### config.mk
export PLATFORM = sky130hd
export DESIGN_NAME = pipe_ctrl
export DESIGN_NICKNAME = d
export VERILOG_FILES = /design/src/rtl/pipe_ctrl_pkg.sv /design/src/rtl/pipe_ctrl_therm_dec.sv /design/src/rtl/pipe_ctrl.sv
export SDC_FILE = /design/constraint.sdc
export NUM_CORES = 1
export LEC_CHECK = 0
export CAP_MARGIN = 20
export CORE_MARGIN = 2
export CORE_UTILIZATION = 29
export DETAILED_ROUTE_END_ITERATION = 12
export PLACE_DENSITY = 0.56
export SKIP_LAST_GASP = 1
export SLEW_MARGIN = 15
export SYNTH_ARGS = -nofsm -noshare
export SYNTH_HDL_FRONTEND = slang
export SYNTH_SLANG_ARGS = --single-unit
### constraint.sdc
create_clock -name clk_in -period 7.8 [get_ports clk_in]
set_clock_uncertainty 0.2 [all_clocks]
set_input_delay 1.56 -clock clk_in [delete_from_list [all_inputs] [get_ports clk_in]]
set_output_delay 1.56 -clock clk_in [all_outputs]
set_load 0.005 [all_outputs]
### src/rtl/pipe_ctrl_pkg.sv
// pipe_ctrl_pkg: shared stage indices, default source depths, FSM states and thermometer helper for pipe_ctrl.
package pipe_ctrl_pkg;
  localparam int STG_PC = 0;
  localparam int STG_ID = 1;
  localparam int STG_RR = 2;
  localparam int STG_EX = 3;
  localparam int STG_MEM = 4;
  localparam int STG_WB = 5;
  localparam logic [11:0] SRC_DEPTH_DEF = {3'd2, 3'd5, 3'd3, 3'd2};
  typedef enum logic {IDLE, PEND} state_t;
  function automatic logic [31:0] therm(input logic [31:0] d);
    return d >= 32'd32 ? '1 : (32'd1 << d) - 32'd1;
  endfunction
endpackage

### src/rtl/pipe_ctrl_therm_dec.sv
// therm_dec: depth to thermometer decoder, bits 0..d-1 set.
module therm_dec
  import pipe_ctrl_pkg::*;
#(
  parameter int STAGES = 6,
  parameter int DW = 3
) (
  input  logic [DW-1:0]     d,
  output logic [STAGES-1:0] t
);
  assign t = STAGES'(therm(32'(d)));
endmodule

### src/rtl/pipe_ctrl.sv
// pipe_ctrl: pipeline stall/flush controller with pending-flush buffering and perf counters.
// Optional stall watchdog enabled by defining PIPE_CTRL_WATCHDOG_EN.
module pipe_ctrl
  import pipe_ctrl_pkg::*;
#(
  parameter int STAGES = 6,
  parameter int NSRC = 4,
  parameter int DW = $clog2(STAGES + 1),
  parameter logic [NSRC*DW-1:0] SRC_DEPTH = SRC_DEPTH_DEF,
  parameter int CNT_W = 32,
  parameter int TIMEOUT = 1024
) (
  input  logic              clk_in,
  input  logic              rst_n_in,
  input  logic              rdy_in,
  input  logic [NSRC-1:0]   stall_req_in,
  input  logic              flush_req_in,
  input  logic [DW-1:0]     flush_depth_in,
  output logic [STAGES-1:0] stall_out,
  output logic [STAGES-1:0] flush_out,
  output logic              flush_busy_out,
  output logic [CNT_W-1:0]  stall_cnt_out,
  output logic [CNT_W-1:0]  flush_cnt_out,
  output logic              timeout_out
);
  state_t state_q, state_d;
  logic [DW-1:0] pend_q, pend_d, req_d, fd;
  logic [STAGES-1:0] src_t [NSRC];
  logic [STAGES-1:0] stall_raw, fl_t;
  logic held, apply;
  for (genvar i = 0; i < NSRC; i++) begin : g_src
    therm_dec #(.STAGES(STAGES), .DW(DW)) u_src (.d(SRC_DEPTH[i*DW +: DW]), .t(src_t[i]));
  end
  therm_dec #(.STAGES(STAGES), .DW(DW)) u_fl (.d(fd), .t(fl_t));
  always_comb begin
    stall_raw = '0;
    for (int k = 0; k < NSRC; k++) stall_raw = stall_raw | (stall_req_in[k] ? src_t[k] : '0);
  end
  // pend_q is zero in IDLE, so the max below also covers the no-pending case
  assign req_d = flush_req_in ? flush_depth_in : '0;
  assign fd = pend_q > req_d ? pend_q : req_d;
  assign held = |(stall_raw & (STAGES'(1) << fd));
  assign apply = rst_n_in && rdy_in && fd != '0 && !held;
  assign stall_out = !rst_n_in ? '1 : apply ? stall_raw & ~fl_t : rdy_in ? stall_raw : '1;
  assign flush_out = apply ? fl_t : '0;
  assign flush_busy_out = state_q == PEND;
  always_comb begin
    state_d = (apply || fd == '0) ? IDLE : PEND;
    pend_d = apply ? '0 : fd;
  end
  always_ff @(posedge clk_in or negedge rst_n_in) begin
    if (!rst_n_in) begin
      state_q <= IDLE;
      pend_q <= '0;
      stall_cnt_out <= '0;
      flush_cnt_out <= '0;
    end else begin
      state_q <= state_d;
      pend_q <= pend_d;
      if (rdy_in && stall_out[0]) stall_cnt_out <= stall_cnt_out + CNT_W'(1);
      if (apply) flush_cnt_out <= flush_cnt_out + CNT_W'(1);
    end
  end
`ifdef PIPE_CTRL_WATCHDOG_EN
  localparam int WW = $clog2(TIMEOUT + 1);
  logic [WW-1:0] wd_q;
  logic to_q;
  always_ff @(posedge clk_in or negedge rst_n_in) begin
    if (!rst_n_in) begin
      wd_q <= '0;
      to_q <= 1'b0;
    end else if (rdy_in) begin
      wd_q <= !stall_out[0] ? '0 : wd_q == WW'(TIMEOUT) ? wd_q : wd_q + WW'(1);
      if (stall_out[0] && wd_q >= WW'(TIMEOUT - 1)) to_q <= 1'b1;
    end
  end
  assign timeout_out = to_q;
`else
  assign timeout_out = TIMEOUT < 0;
`endif
endmodule

==> impl_metrics.ini, run 1 <==
[yosys]
synth_edf_count = 0
syn_area_mm2 = 0.00361
syn_area_per_cell_um2 = 10.8
ys.flop_type = dfrtp_1
ys_seq_area_share_pct = 47.2
yosys.area.top_type = dfrtp_1
yosys.area.top_type_share_pct = 47.2
async_flop_share_pct = 100
syn_inst = 333
yosys-top-cells-area = dfrtp_1 47%, xnor2_1 8.5%, xor2_1 7.0%
ys_warn_count = 0
syn-num-nets = 350
synthDistinctLibCells = 47
synth-seq-cells = 68

[routing]
post_drt_wl_per_cell_um = 14.5
vias = 2819
first_iter_violations = 157
wl_um = 8630
firstDrtPassIters = 4
drc_errors = 0
ant_nets = 0
post_drt_via_cell_ratio = 4.75

[setup_path]
crit_fanout = 7
crit_type = primary input to output pin
crit_chain = clkdlybuf4s50_1, and2_1, inv_1, ha_1, nand3_1, a21boi_4, nor2_1, a21oi_1, nand3_1, ha_1, xor2_1, and2_1, nor2_1, clkdlybuf4s50_1
crit_required_ps = 6040
endpoint_kind = output pin
cp.arrival_ps = 4900
path_delay_family = buffers and inverters
worst_path_largest_cell_delay_ps = 530
cp_slowest_cell = clkdlybuf4s50_1
cp_num_buf_inv = 3
cp-start-kind = primary input

[clock_network]
cts-buffers-inserted = 9
post_cts_resized = 0
clock_path_buffers = 2
cts_setup_buffers = 0
cts_tree = built
clock_sinks = 68
clkTransAtPathRegs_ps = 50
cts_hold_buf = 0
cts_root_buf = clkbuf_16
h-tree-depth = 3
clock_latency_ps = 320

[sta]
relSlewSlack_pct = 42.5
tns_ps = 0
period_share_pct = 85.4
max_freq_mhz = 150
hold_viol = 0
setup_viol = 0
finalCriticalPeriod_ps = 6660
report.final.slew_viol_count = 0
worstMarginPinSlew_ps = 860
rsz0062_at_grt = no

[global_route]
overflow = 0
grt_max_degree = 41
grt_usage_pct = 13.3
antenna_found_initial = 0
grt_first_pass_wirelength_um = 14100
grt_pass1_vias = 2789

[pwr]
vdd_drop_max_v = 0.000122
power_density_mw_per_mm2 = 253
p_leak_uw = 0.00207

[worst_hold_path]
hold_path_class = register to register

[floorplan]
core_mm2 = 0.0121
die-area_mm2 = 0.0133
dieWidth_um = 116
die_h_um = 116
start_util_pct = 29.9
row_count = 40
ios = 89

[final_layout]
n_antenna_cell = 0
final_common_cell = clkdlybuf4s50_1
postLayoutCellArea_mm2 = 0.00492
nNetsFinal = 439
mostFrequentLayoutCells = 86 x clkdlybuf4s50_1, 68 x dfrtp_1, 35 x xnor2_1
layout-drive-gt1-share_pct = 9.39
area_delta_synth_final_pct = 36.3

[flow_run]
drv_cap = 0

[placement]
place_area_mm2 = 0.00465
gp_congestion = 0.776
place_hpwl_um = 6090
port_buffers = 87

[status]
status = finished, final reports clean
[cells by family (layout without fill, tap and decap cells)]
group	after synthesis	in the layout	share of synthesized area (%)
buffers and inverters	24	117	3.29
multiplexers	8	8	2.53
flip-flops	68	68	47.2
other	1	1	0.104
AND/OR/NAND/NOR	144	144	24.7
AO/OA/AOI/OAI	18	18	4.58
XOR/XNOR	64	64	15.5
adder cells (fa/ha/maj)	6	6	2.08
[registers in the layout, indices dropped and copies added (netlist names)]
register        count
pend_q              3
stall_cnt_out      32
flush_cnt_out      32
flush_busy_out      1
[metal layers]
metal	share of wire [%]	global-route usage, %
met1	49	18.4
met2	47	20.7
met3	2.9	2.62
met4	1.4	5.30
met5	0	0
[final timing paths]
check / from / end / slack (ps) / cells past startpoint
setup / recovery: flush_req_in / stall_out[2] / 1140 / 14
setup reg to reg: pend_q[2] / flush_cnt_out[1] / 4500 / 8
hold reg to reg: stall_cnt_out[31] / stall_cnt_out[31] / 260 / 1
min in group asynchronous: rst_n_in / flush_cnt_out[29] / 1050 / 2
max in group asynchronous: rst_n_in / flush_cnt_out[22] / 5460 / 3
hold / removal: stall_cnt_out[31] / stall_cnt_out[31] / 260 / 1
[through the flow]
| step | setup WS [ps] | total power (uW) | hold WS, ps | util, % | std cells |
|---|---|---|---|---|---|
| floorplan | 2340 | 702 | 265 | - | 333 |
| global placement | 1270 | 879 | 255 | 38.5 | 579 |
| detailed placement | 1150 | 882 | 257 | 38.5 | 579 |
| CTS | 1150 | 1260 | 267 | 40.8 | 594 |
| global route | 881 | 1330 | 282 | 40.8 | 594 |
| finish | 1140 | 1240 | 261 | 40.8 | 594 |
[worst reg2reg max path, delay by kind of cell, from the launching register on]
kind	cells	cell delay (ps)
DFF	1	420
buffers and inverters	1	420
muxes	2	780
AOI/OAI and AO/OA	3	830
and+or+nand+nor	1	190
adders and majority gates	1	370
[cells in the mapped netlist (all sizes together) (3+ instances only)]
cell type / n
mux2: 6
nand2: 16
clkbuf: 4
buf: 9
nor3: 17
dfrtp: 68
and3: 17
nand3: 21
nor4: 10
inv: 11
xnor2: 35
nand4: 19
and4: 9
nor3b: 4
and2: 11
nor2: 12
a21oi: 4
xor2: 29
a31oi: 3
ha: 6
[cell type report]
class,count,area [um2]
Inverter,11,41.3
Tap cell,168,210
Fill cell,1176,7140
Clock inverter,2,10.0
Multi-Input combinational cell,241,1800
Clock buffer,13,260
Sequential cell,68,1700
Timing Repair Buffer,91,896
[power by group]
group / total [uW] / switching (uW) / internal, uW
clock: 370 / 140 / 230
sequential: 462 / 60.5 / 402
combinational: 412 / 208 / 204
Note: power is estimated with default switching activity, not from simulation.
==> inputs of run 2 (changes only) <==
--- a/config.mk
+++ b/config.mk
@@ -10,7 +10,6 @@
 export CORE_UTILIZATION = 29
 export DETAILED_ROUTE_END_ITERATION = 12
 export PLACE_DENSITY = 0.56
-export SKIP_LAST_GASP = 1
 export SLEW_MARGIN = 15
 export SYNTH_ARGS = -nofsm -noshare
 export SYNTH_HDL_FRONTEND = slang
==> results of run 2 <==
No change in the layout: final DEF, timing and power equal those of run 1.
